`src/rtl/sync_fifo_mem_if.sv`:
```
// Bus bundle for sync_fifo_mem.
//   winc/wdata      : write request and data (master -> fifo)
//   rinc            : pop request             (master -> fifo)
//   err_clr         : clear sticky ovf/udf    (master -> fifo)
//   rdata           : show-ahead head word    (fifo -> master)
//   wfull/rempty    : full / empty flags      (fifo -> master)
//   afull/aempty    : almost-full / almost-empty flags
//   count           : occupancy 0..DEPTH
//   ovf/udf         : sticky overflow / underflow flags
interface sync_fifo_mem_if #(
  parameter int data = 14,
  parameter int addr = 4
);
  logic            winc;
  logic [data-1:0] wdata;
  logic            rinc;
  logic            err_clr;
  logic [data-1:0] rdata;
  logic            wfull;
  logic            rempty;
  logic            afull;
  logic            aempty;
  logic [addr:0]   count;
  logic            ovf;
  logic            udf;

  modport slave (
    input  winc, wdata, rinc, err_clr,
    output rdata, wfull, rempty, afull, aempty, count, ovf, udf
  );

  modport master (
    output winc, wdata, rinc, err_clr,
    input  rdata, wfull, rempty, afull, aempty, count, ovf, udf
  );
endinterface

```
`src/rtl/sync_fifo_mem.sv`:
```
// Single-clock show-ahead FIFO with occupancy count, almost flags and
// sticky overflow/underflow error flags.
//   wclk : clock, all state updates on rising edge
//   wrst : asynchronous active-high reset (pointers, count, error flags)
//   bus  : sync_fifo_mem_if.slave -- write/read handshake, data, flags, count
module sync_fifo_mem #(
  parameter int data      = 14,
  parameter int addr      = 4,
  parameter int AFULL_TH  = (1 << addr) - 2,
  parameter int AEMPTY_TH = 2
) (
  input  logic             wclk,
  input  logic             wrst,
  sync_fifo_mem_if.slave   bus
);

  localparam int            DEPTH   = 1 << addr;
  localparam logic [addr:0] W_DEPTH = (addr+1)'(DEPTH);
  localparam logic [addr:0] W_AF    = (addr+1)'(AFULL_TH);
  localparam logic [addr:0] W_AE    = (addr+1)'(AEMPTY_TH);

  logic [data-1:0] r_mem [DEPTH];
  logic [addr-1:0] r_wptr;
  logic [addr-1:0] r_rptr;
  logic [addr:0]   r_count;
  logic            r_ovf;
  logic            r_udf;

  logic w_full;
  logic w_empty;
  logic w_wr_ok;
  logic w_rd_ok;

  assign w_full  = (r_count == W_DEPTH);
  assign w_empty = (r_count == '0);
  assign w_wr_ok = bus.winc & ~w_full;
  assign w_rd_ok = bus.rinc & ~w_empty;

  // Storage is intentionally not reset; reset only discards contents logically.
  always_ff @(posedge wclk) begin
    if (w_wr_ok) r_mem[r_wptr] <= bus.wdata;
  end

  always_ff @(posedge wclk or posedge wrst) begin
    if (wrst) begin
      r_wptr  <= '0;
      r_rptr  <= '0;
      r_count <= '0;
    end else begin
      if (w_wr_ok) r_wptr <= r_wptr + addr'(1);
      if (w_rd_ok) r_rptr <= r_rptr + addr'(1);
      case ({w_wr_ok, w_rd_ok})
        2'b10:   r_count <= r_count + (addr+1)'(1);
        2'b01:   r_count <= r_count - (addr+1)'(1);
        default: r_count <= r_count;
      endcase
    end
  end

  // Sticky error flags: a new error in the same cycle as err_clr wins.
  always_ff @(posedge wclk or posedge wrst) begin
    if (wrst) begin
      r_ovf <= 1'b0;
      r_udf <= 1'b0;
    end else begin
      if (bus.winc & w_full)      r_ovf <= 1'b1;
      else if (bus.err_clr)       r_ovf <= 1'b0;
      if (bus.rinc & w_empty)     r_udf <= 1'b1;
      else if (bus.err_clr)       r_udf <= 1'b0;
    end
  end

  assign bus.rdata  = r_mem[r_rptr];
  assign bus.wfull  = w_full;
  assign bus.rempty = w_empty;
  assign bus.afull  = (r_count >= W_AF);
  assign bus.aempty = (r_count <= W_AE);
  assign bus.count  = r_count;
  assign bus.ovf    = r_ovf;
  assign bus.udf    = r_udf;

endmodule

```
`src/flat_wrapper.sv`:
```
// flat-port wrapper written by rule: the top's interface ports become plain ports
module sync_fifo_mem_flat 
#(
  parameter int data      = 14,
  parameter int addr      = 4,
  parameter int AFULL_TH  = (1 << addr) - 2,
  parameter int AEMPTY_TH = 2
)
  (wclk, wrst, bus_winc, bus_wdata, bus_rinc, bus_err_clr, bus_rdata, bus_wfull, bus_rempty, bus_afull, bus_aempty, bus_count, bus_ovf, bus_udf);
  sync_fifo_mem_if #(.data(data), .addr(addr)) bus_i ();
  input  logic wclk;
  input  logic wrst;
  input wire logic [$bits(bus_i.winc)-1:0] bus_winc;
  input wire logic [$bits(bus_i.wdata)-1:0] bus_wdata;
  input wire logic [$bits(bus_i.rinc)-1:0] bus_rinc;
  input wire logic [$bits(bus_i.err_clr)-1:0] bus_err_clr;
  output wire logic [$bits(bus_i.rdata)-1:0] bus_rdata;
  output wire logic [$bits(bus_i.wfull)-1:0] bus_wfull;
  output wire logic [$bits(bus_i.rempty)-1:0] bus_rempty;
  output wire logic [$bits(bus_i.afull)-1:0] bus_afull;
  output wire logic [$bits(bus_i.aempty)-1:0] bus_aempty;
  output wire logic [$bits(bus_i.count)-1:0] bus_count;
  output wire logic [$bits(bus_i.ovf)-1:0] bus_ovf;
  output wire logic [$bits(bus_i.udf)-1:0] bus_udf;
  assign bus_i.winc = bus_winc;
  assign bus_i.wdata = bus_wdata;
  assign bus_i.rinc = bus_rinc;
  assign bus_i.err_clr = bus_err_clr;
  assign bus_rdata = bus_i.rdata;
  assign bus_wfull = bus_i.wfull;
  assign bus_rempty = bus_i.rempty;
  assign bus_afull = bus_i.afull;
  assign bus_aempty = bus_i.aempty;
  assign bus_count = bus_i.count;
  assign bus_ovf = bus_i.ovf;
  assign bus_udf = bus_i.udf;
  sync_fifo_mem #(.data(data), .addr(addr), .AFULL_TH(AFULL_TH), .AEMPTY_TH(AEMPTY_TH)) u_core (.wclk(wclk), .wrst(wrst), .bus(bus_i));
endmodule
```
`config.mk`:
```
export PLATFORM = sky130hd
export DESIGN_NAME = sync_fifo_mem_flat
export DESIGN_NICKNAME = d
export VERILOG_FILES = /design/src/rtl/sync_fifo_mem_if.sv /design/src/rtl/sync_fifo_mem.sv /design/src/flat_wrapper.sv
export SDC_FILE = /design/constraint.sdc
export NUM_CORES = 1
export LEC_CHECK = 0
export ABC_CLOCK_PERIOD_IN_PS = 4300
export BUFFER_PORTS_ARGS = -buffer_cell sky130_fd_sc_hd__buf_2
export CAP_MARGIN = 5
export CORE_ASPECT_RATIO = 0.75
export CORE_MARGIN = 3
export CORE_UTILIZATION = 30
export CTS_BUF_LIST = sky130_fd_sc_hd__clkbuf_8
export DETAILED_ROUTE_END_ITERATION = 10
export RECOVER_POWER = 100
export SETUP_SLACK_MARGIN = 0.15
export SYNTH_ARGS = -nofsm -noshare
export SYNTH_HDL_FRONTEND = slang
export SYNTH_SLANG_ARGS = --single-unit
```
`constraint.sdc`:
```
create_clock -name wclk -period 4.3 [get_ports wclk]
set_input_delay 0.43 -clock wclk [delete_from_list [all_inputs] [get_ports wclk]]
set_output_delay 0.43 -clock wclk [all_outputs]
set_load 0.05 [all_outputs]
```
==> impl_metrics.yaml, run 1 <==
synth:
  ys_types: 41
  yosys.area_share.simple_pct: 2.64
  synth_area_leader_cell: "edfxtp_1"
  synth_top_flop_cell: "edfxtp_1"
  async_s_r_ff_share_synth_pct: 6.28
  post_synth_fa_ha_maj_area_fraction_pct: 1.18
  synth_top_cells_by_area: "edfxtp_1, mux4_2, mux2i_1"
  synth_sequential_area_ratio_pct: 74.4
  synth.mux.area_fraction_pct: 12.8
  synth_xor_area_share_pct: 1.01
  synth-edff-count: 224
  syn_area_um2: 9540
  ys_ff_latch: 239
  syn_area_per_cell_um2: 18.7
  cell_with_the_most_instances_after_synthesis: "edfxtp_1"
  synth_top_cell_area_share_pct: 70.5
  synthCells: 510
  syn-num-nets: 538
  ranking_of_synthesized_cells_by_instance_count: "edfxtp_1, mux2i_1, a221oi_1, mux4_2, nand2_1"
  dominant_combinational_cell_family_by_area_after_synthesis: "multiplexers"
  synth-warning-count: 0
  synth-compound-area-share_pct: 5.85
global_route:
  first_global_vias: 5169
  groute.usage.overall_pct: 12.7
  grt_pass1_wl_mm: 32.3
  grt_start_max_net_pins: 50
  antenna_found_initial: 0
  gr-total-overflow: 0
min_path:
  min_path_type: "input port to flip-flop"
  worst_hold_path.num_cells: 2
setup_path:
  crit_path_cell_trace: "and2_0, buf_4, a221oi_1, o21ai_0, nand2_1, clkbuf_1"
  timing.critical_path.arrival_ps: 3370
  worstRegToRegCells: 5
  path_delay_family: "buffers and inverters"
  timing.critical_path.slowest_stage_cell: "and2_0"
  worst-path-max-fanout: 18
  cp.buffers_inverters: 2
  worst-path-stages: 6
  end_kind: "output pin"
  timing.critical_path.from_type: "flip-flop"
  cp.required_ps: 3870
  timing.setup.critical_path_class: "flip-flop to output pin"
  crit_path_max_incr_delay_ps: 670
drt:
  postRouteWirelength_mm: 21.5
  routed_via_count: 5015
  routedWlPerCell_um: 21.1
  route.antenna.remaining_nets: 0
  dr_pass1_iterations: 5
  dr.first_iter.drc_count: 441
  routed_via_density: 4.92
  drcViolationCount: 0
sta:
  period_minus_slack_ps: 3800
  worst-slew-pin-transition_ps: 1530
  grt_setup_unrepaired: "no"
  final-max-slew-violation-count: 8
  finalSetupTns_ps: 0
  final.hold.worst_slack_ps: 143
  hold_viol: 0
  post-route-period-util_pct: 88.3
  pnr_worst_setup_slack_ps: 501
  max_clock_skew_ps: 23.4
  timing.fmax_mhz: 263
  setup-violations-final: 0
  maxSlewHeadroom_pct: -3.02
cts:
  worst_setup_hold_path_clk_slew_ps: 60
  ctsRootBufferMaster: "clkbuf_8"
  tritoncts: "built"
  post-cts-setup-buffers: 0
  clock_insertion_delay_worst_skew_ps: 540
  cts.path.max_buffers: 3
  tritoncts.num_buffers: 41
  clock_tree.htree_level_count: 2
  clock-sinks: 239
floorplan:
  initial_utilization_pct: 31.0
  num_rows: 55
  die_x_um: 212
  total_core_area_um2: 30800
  dieHeight_um: 160
  fp.dieArea_um2: 34000
  num_io_pins: 44
cells_and_area:
  fillCellCount: 2899
  antenna_cells_inserted: 0
  post_route_cells_drive_above_1_share_pct: 16.6
  seqCellArea_um2: 7110
  area_of_combinational_cells_with_multiple_inputs_um2: 2210
  synthToLayoutAreaGrowth_pct: 13.8
  nets: 619
placed_design:
  place_ws_ps: 1250
  detailed_place_hpwl_mm: 13.2
  io_buffer_count: 43
  gp_routability_congestion: 0.769
flow_run:
  maximum_capacitance_violations: 2
pwr:
  cellPowerDensity_nw_per_um2: 694
  peak_supply_drop_uv: 317
  p_leak_nw: 3.68
status:
  outcome: "complete, but fails checks"
  failing_checks: "capacitance limit, slew limit"
## metal layers
layer | vias to the layer above | global-route usage [%] | wire (um)
li1 | 2240 | - | -
met1 | 2580 | 17.9 | 9570
met2 | 163 | 19.9 | 10300
met3 | 32 | 2.15 | 1210
met4 | 0 | 4.14 | 437
met5 | - | 0 | 0
## cells in the final DEF, fill, tap and decap left out, drive strengths merged, types with 2 or more instances in the layout
cell type  count
a21oi          4
a221oi        28
a22o           2
a22oi         14
a31oi          2
buf           14
clkbuf        92
clkinv        16
clkinvlp       2
dfrtp         15
edfxtp       224
ha             9
inv           22
mux2           2
mux2i         56
mux4          28
nand2         22
nand2b         3
nor2          16
nor2b          2
nor3           5
o21ai         18
xnor2          6
xor2           5
## cell families (layout without fill, tap and decap cells)
kind of cell             count (synthesis)  count (layout)
adder cells (fa/ha/maj)                  9               9
AND/OR/NAND/NOR                         55              55
AO/OA/AOI/OAI                           74              74
flip-flops                             239             239
multiplexers                            86              86
buffers and inverters                   36             147
XOR/XNOR                                11              11
## stage by stage
step	power (mW)	instance area [um2]	util, %	instances
2_1_floorplan	5.16	9540	-	510
3_3_place_gp	5.87	10300	33.4	946
3_5_place_dp	5.93	10300	33.4	946
4_1_cts	7.70	11000	35.8	1020
5_1_grt	7.94	10900	35.3	1020
6_report	7.54	10900	35.3	1020
## flip-flops by register name, indices dropped and copies added, names as in the netlist
name,cells
u_core.r_wptr,4
u_core.bus.udf,1
u_core.r_mem,224
u_core.bus.ovf,1
u_core.bus.count,5
u_core.r_rptr,4
## final cells by class
type / instances / share of cell area, %
sequential: 239 / 65.4
tap: 399 / 4.60
multi-input combinational: 235 / 20.4
clock buffer: 41 / 5.20
inverter: 8 / 0.276
timing repair buffer: 66 / 2.81
clock inverter: 32 / 1.31
## worst paths after layout
check                                    startpoint            endpoint  slack, ps
max in group asynchronous                      wrst    u_core.r_rptr[0]       3240
min in group asynchronous                      wrst      u_core.bus.ovf        580
worst min-delay path                       bus_winc      u_core.bus.ovf        140
worst min register to register       u_core.bus.udf      u_core.bus.udf        510
worst max register to register  u_core.bus.count[2]  u_core.r_mem[2][5]        650
worst max-delay path               u_core.r_rptr[2]        bus_rdata[5]        500
## timing repair
| action | in CTS | in global routing |
|---|---|---|
| hold buffers | 1 | 0 |
| resized for setup | 0 | 0 |
| endpoints found under the hold margin | 15 | 0 |
## where the power goes
part           switching (mW)  total, mW  leakage (nW)  internal (mW)
clock                   0.868       1.76         0.410          0.894
sequential              0.303       3.14          2.20           2.84
combinational            1.77       2.64          1.07          0.870
## worst reg2reg max path, delay by kind of cell (launching register included)
kind                   cells  cell delay, ps
AOI/OAI and AO/OA          1             630
and+or+nand+nor            3            1590
DFF                        1             540
buffers and inverters      1             540
No activity file was read; power rests on OpenSTA's default activity.
==> run 2, diff against run 1 <==
--- a/config.mk
+++ b/config.mk
@@ -13,6 +13,7 @@
 export CORE_UTILIZATION = 30
 export CTS_BUF_LIST = sky130_fd_sc_hd__clkbuf_8
 export DETAILED_ROUTE_END_ITERATION = 10
+export HOLD_SLACK_MARGIN = 0.15
 export RECOVER_POWER = 100
 export SETUP_SLACK_MARGIN = 0.15
 export SYNTH_ARGS = -nofsm -noshare
==> impl_metrics.yaml, run 2 (synthesized netlist as in run 1, its figures left out) <==
pwr:
  seq_power_share_pct: 41.7
  power.combinational.fraction_pct: 35.0
  switchingPower_mw: 2.93
  power.clock.fraction_pct: 23.3
  p_leak_nw: 3.69
  swShare_pct: 38.9
  p_int_mw: 4.60
  cellPowerDensity_nw_per_um2: 692
  peak_supply_drop_uv: 317
  total_power_mw: 7.53
cells_and_area:
  synthToLayoutAreaGrowth_pct: 14.0
  most_frequent_standard_cell_in_the_layout_excluding_fill_and_tap_cells: "edfxtp_1"
  max_flop_register: "u_core.r_mem"
  post_route_cells_drive_above_1_share_pct: 16.5
  nets: 621
  fillCellCount: 2896
  largest_register_ffs: 224
  antenna_cells_inserted: 0
  mostFrequentLayoutCells: "edfxtp_1, mux2i_1, clkbuf_1, clkbuf_8"
cts:
  clock-sinks: 239
  clock_tree.htree_level_count: 2
  hold_buffers: 3
  tritoncts: "built"
  worst_setup_hold_path_clk_slew_ps: 60
  ctsRootBufferMaster: "clkbuf_8"
  post_cts_resized: 0
  tritoncts.num_buffers: 41
  cts.path.max_buffers: 3
  post-cts-setup-buffers: 0
  clock_insertion_delay_worst_skew_ps: 530
setup_path:
  cp.buffers_inverters: 2
  timing.critical_path.arrival_ps: 3330
  cp.required_ps: 3870
  worstRegToRegCells: 5
  end_kind: "output pin"
  worstReg2RegStart: "u_core.bus.count[2]"
  timing.critical_path.slowest_stage_cell: "and2_0"
  worst-path-max-fanout: 18
  crit_path_cell_trace: "and2_0, buf_4, a221oi_1, o21ai_0, nand2_1, clkbuf_1"
  timing.setup.critical_path_class: "flip-flop to output pin"
  critical_path.reg2reg.endpoint: "u_core.r_mem[3][2]"
  crit_path_max_incr_delay_ps: 650
  crit_path_start: "u_core.r_rptr[2]"
  path_delay_family: "buffers and inverters"
  setup.reg_to_reg.worst_slack_ps: 680
  timing.critical_path.from_type: "flip-flop"
status:
  outcome: "complete, but fails checks"
  failing_checks: "capacitance limit"
sta:
  hold_viol: 0
  final.hold.worst_slack_ps: 224
  post-route-period-util_pct: 87.6
  period_minus_slack_ps: 3760
  max_clock_skew_ps: 19.0
  setup-violations-final: 0
  finalSetupTns_ps: 0
  timing.fmax_mhz: 266
  final-max-slew-violation-count: 0
  grt_setup_unrepaired: "no"
  maxSlewHeadroom_pct: 0.944
  worst-slew-pin-transition_ps: 1470
placed_design:
  gp_routability_congestion: 0.769
  io_buffer_count: 43
  detailed_place_hpwl_mm: 13.2
drt:
  routed_via_density: 4.95
  routed_via_count: 5059
  route.antenna.remaining_nets: 0
  met3_wirelength_mm: 1.21
  drcViolationCount: 0
  postRouteWirelength_mm: 21.6
  met1Wirelength_mm: 9.51
  routedWlPerCell_um: 21.1
  dr.first_iter.drc_count: 509
  top_layer_used: "met4"
  dr_pass1_iterations: 5
  detailed_routed_wire_length_on_met2_mm: 10.4
global_route:
  grt_start_max_net_pins: 50
  groute.usage.overall_pct: 12.7
  first_global_vias: 5185
  grt_pass1_wl_mm: 32.3
  antenna_found_initial: 0
  gr-total-overflow: 0
floorplan:
  die_x_um: 212
  dieHeight_um: 160
  initial_utilization_pct: 31.0
  num_rows: 55
  num_io_pins: 44
  fp.dieArea_um2: 34000
  total_core_area_um2: 30800
min_path:
  min_to: "u_core.bus.ovf"
  min_path_type: "input port to flip-flop"
  worst_hold_path.num_cells: 3
  min-delay-start: "bus_err_clr"
flow_run:
  maximum_capacitance_violations: 2
==> run 2: cell types whose count changed in the layout (fill, tap and decap cells not counted), sizes merged <==
cell	delta
dlygate4sd3	+2
==> run 2: through the flow <==
stage               util (%)  std cells  area [um2]  worst slack, ps
global placement        33.4        946       10300             1240
CTS                     35.8       1022       11000              678
detailed placement      33.4        946       10300             1250
global route            35.4       1022       10900              249
floorplan                  -        510        9540             1310
finish                  35.4       1022       10900              535
==> run 2: layer usage <==
| layer | track usage (%) | vias up |
|---|---|---|
| li1 | - | 2243 |
| met3 | 2.19 | 34 |
| met4 | 4.14 | 0 |
| met1 | 17.8 | 2622 |
| met5 | 0 | - |
| met2 | 19.9 | 160 |
==> run 2: area by class of cell <==
class,instances,area [um2],area share (%)
Sequential cell,239,7110,65.3
Multi-Input combinational cell,235,2210,20.4
Clock buffer,41,564,5.19
Tap cell,399,499,4.59
Timing Repair Buffer,68,325,2.99
Clock inverter,32,143,1.31
Inverter,8,30.0,0.276
==> run 2: how the worst max path moves through the flow <==
stage,end,slack [ps],cells past startpoint
after global placement,bus_rdata[7],1240,6
after floorplan,u_core.bus.count[4],1310,11
after global routing,bus_rdata[7],250,6
after detailed placement,bus_rdata[7],1250,6
final,bus_rdata[5],540,6
after CTS,bus_rdata[7],680,6
==> run 2: power groups by stage <==
stage / clock [mW] / sequential, mW / combinational, mW
6_report: 1.76 / 3.14 / 2.64
5_1_grt: 1.92 / 3.19 / 2.83
4_1_cts: 1.81 / 3.15 / 2.74
3_5_place_dp: 0 / 3.20 / 2.73
3_3_place_gp: 0 / 3.18 / 2.69
2_1_floorplan: 0 / 3.06 / 2.11
==> run 2: worst reg2reg max path: stages, from the launching register on <==
cell and delay, ps:
dfrtp_1 550, nor2_1 110, a31oi_1 640, nand2_1 300, nor3_1 1140, clkbuf_2 540
==> run 3, diff against run 2 <==
--- a/config.mk
+++ b/config.mk
@@ -8,7 +8,7 @@
 export ABC_CLOCK_PERIOD_IN_PS = 4300
 export BUFFER_PORTS_ARGS = -buffer_cell sky130_fd_sc_hd__buf_2
 export CAP_MARGIN = 5
-export CORE_ASPECT_RATIO = 0.75
+export CORE_ASPECT_RATIO = 1.5
 export CORE_MARGIN = 3
 export CORE_UTILIZATION = 30
 export CTS_BUF_LIST = sky130_fd_sc_hd__clkbuf_8
==> impl_metrics.yaml, run 3 (synthesized netlist as in run 1, its figures left out) <==
floorplan:
  die_x_um: 152
  fp.dieArea_um2: 34000
  dieHeight_um: 224
  initial_utilization_pct: 30.6
  num_io_pins: 44
  num_rows: 79
  total_core_area_um2: 31200
sta:
  worst-slew-pin-transition_ps: 1380
  maxSlewHeadroom_pct: 8.33
  period_minus_slack_ps: 3560
  finalSetupTns_ps: 0
  setup-violations-final: 0
  final.hold.worst_slack_ps: 250
  final-max-slew-violation-count: 0
  post-route-period-util_pct: 82.9
  hold_viol: 0
  grt_setup_unrepaired: "no"
  timing.fmax_mhz: 281
  max_clock_skew_ps: 15.4
cells_and_area:
  fillCellCount: 2994
  synthToLayoutAreaGrowth_pct: 14.2
  postLayoutCellArea_um2: 10900
  mostFrequentLayoutCells: "edfxtp_1, clkbuf_1, mux2i_1, clkbuf_8"
  post_route_cells_drive_above_1_share_pct: 14.3
  nets: 616
  max_flop_register: "u_core.r_mem"
  largest_register_ffs: 224
  antenna_cells_inserted: 0
  most_frequent_standard_cell_in_the_layout_excluding_fill_and_tap_cells: "edfxtp_1"
pwr:
  peak_supply_drop_uv: 503
  p_leak_nw: 3.66
  cellPowerDensity_nw_per_um2: 697
global_route:
  antenna_found_initial: 0
  grt_pass1_wl_mm: 32.2
  first_global_vias: 5328
  groute.usage.overall_pct: 12.6
  grt_start_max_net_pins: 51
  gr-total-overflow: 0
setup_path:
  timing.critical_path.from_type: "flip-flop"
  setup_crit_end: "bus_rdata[12]"
  worstRegToRegCells: 5
  timing.critical_path.slowest_stage_cell: "dfrtp_1"
  crit_path_start: "u_core.r_rptr[3]"
  cp.required_ps: 3870
  crit_path_cell_trace: "inv_1, a221oi_1, o21ai_0, nand2_1, clkbuf_1"
  worst-path-max-fanout: 16
  setup.reg_to_reg.worst_slack_ps: 850
  worstReg2RegStart: "u_core.bus.count[1]"
  timing.critical_path.arrival_ps: 3130
  end_kind: "output pin"
  crit_path_max_incr_delay_ps: 840
  critical_path.reg2reg.endpoint: "u_core.r_mem[3][10]"
  timing.setup.critical_path_class: "flip-flop to output pin"
drt:
  routed_via_density: 4.97
  route.antenna.remaining_nets: 0
  dr.first_iter.drc_count: 494
  routed_via_count: 5061
  postRouteWirelength_mm: 21.2
  routedWlPerCell_um: 20.8
  drcViolationCount: 0
  dr_pass1_iterations: 4
cts:
  clock_tree.htree_level_count: 2
  cts.path.max_buffers: 3
  worst_setup_hold_path_clk_slew_ps: 70
  ctsRootBufferMaster: "clkbuf_8"
  tritoncts.num_buffers: 35
  clock_insertion_delay_worst_skew_ps: 520
  tritoncts: "built"
  post_cts_resized: 0
  clock-sinks: 239
placed_design:
  detailed_place_hpwl_mm: 13.2
  detailed_place.area_um2: 10300
  gp_routability_congestion: 0.737
  io_buffer_count: 43
min_path:
  min_path_type: "input port to flip-flop"
flow_run:
  maximum_capacitance_violations: 0
status:
  outcome: "finished clean"
## run 3: cell types whose count changed in the layout (fill, tap and decap cells not counted), sizes merged
cell | before | now
buf | 14 | 9
bufinv | 0 | 4
clkbuf | 92 | 94
clkinv | 16 | 12
clkinvlp | 2 | 0
inv | 22 | 18
## run 3: worst min-delay path by stage
| stage | from | to | slack, ps | cells after the start |
|---|---|---|---|---|
| after detailed placement | u_core.bus.udf | u_core.bus.udf | 500 | 1 |
| after CTS | bus_err_clr | u_core.bus.udf | 230 | 3 |
| after global routing | bus_err_clr | u_core.bus.udf | 250 | 3 |
| after floorplan | wrst | u_core.bus.count[0] | 330 | 1 |
| final | bus_err_clr | u_core.bus.udf | 250 | 3 |
| after global placement | u_core.bus.ovf | u_core.bus.ovf | 490 | 1 |
## run 3: stage by stage
| step | worst slack, ps | total power, mW | util, % | std cells |
|---|---|---|---|---|
| after floorplan | 1310 | 5.16 | - | 510 |
| after global routing | 434 | 7.98 | 34.9 | 1019 |
| after global placement | 1410 | 5.85 | 33.0 | 953 |
| final | 737 | 7.60 | 34.9 | 1019 |
| after detailed placement | 1300 | 5.91 | 33.0 | 953 |
| after CTS | 860 | 7.76 | 35.4 | 1019 |
## run 3: final cells by class
class	instances	area, um2	area share [%]
Multi-Input combinational cell	235	2230	20.4
Inverter	8	30.0	0.276
Sequential cell	239	7110	65.2
Clock inverter	26	204	1.87
Tap cell	405	507	4.65
Timing Repair Buffer	69	314	2.88
Clock buffer	37	509	4.67
## run 3: critical path, delay by kind of cell, from the launching register on
kind                   cells  cell delay (ps)
DFF                        1              840
AOI/OAI and AO/OA          2              650
and+or+nand+nor            1              100
buffers and inverters      2             1030
## run 3: power breakdown
part / internal (mW) / switching (mW) / leakage, nW / total (mW)
clock network: 1.04 / 0.815 / 0.397 / 1.85
registers: 2.84 / 0.278 / 2.20 / 3.12
logic: 0.856 / 1.78 / 1.06 / 2.63
## run 3: routing by layer
layer  global-route usage, %  part of all wire [%]  vias to the layer above
met5                       0                     0                        -
li1                        -                     -                     2226
met1                    15.5                    39                     2629
met3                    1.83                   4.3                       43
met2                    22.1                    54                      163
met4                    4.87                   2.8                        0
## run 3: timing repair
item / CTS / global route
hold buffers: 3 / 0
hold endpoints to repair: 17 / 0
buffers inserted: 0 / 0
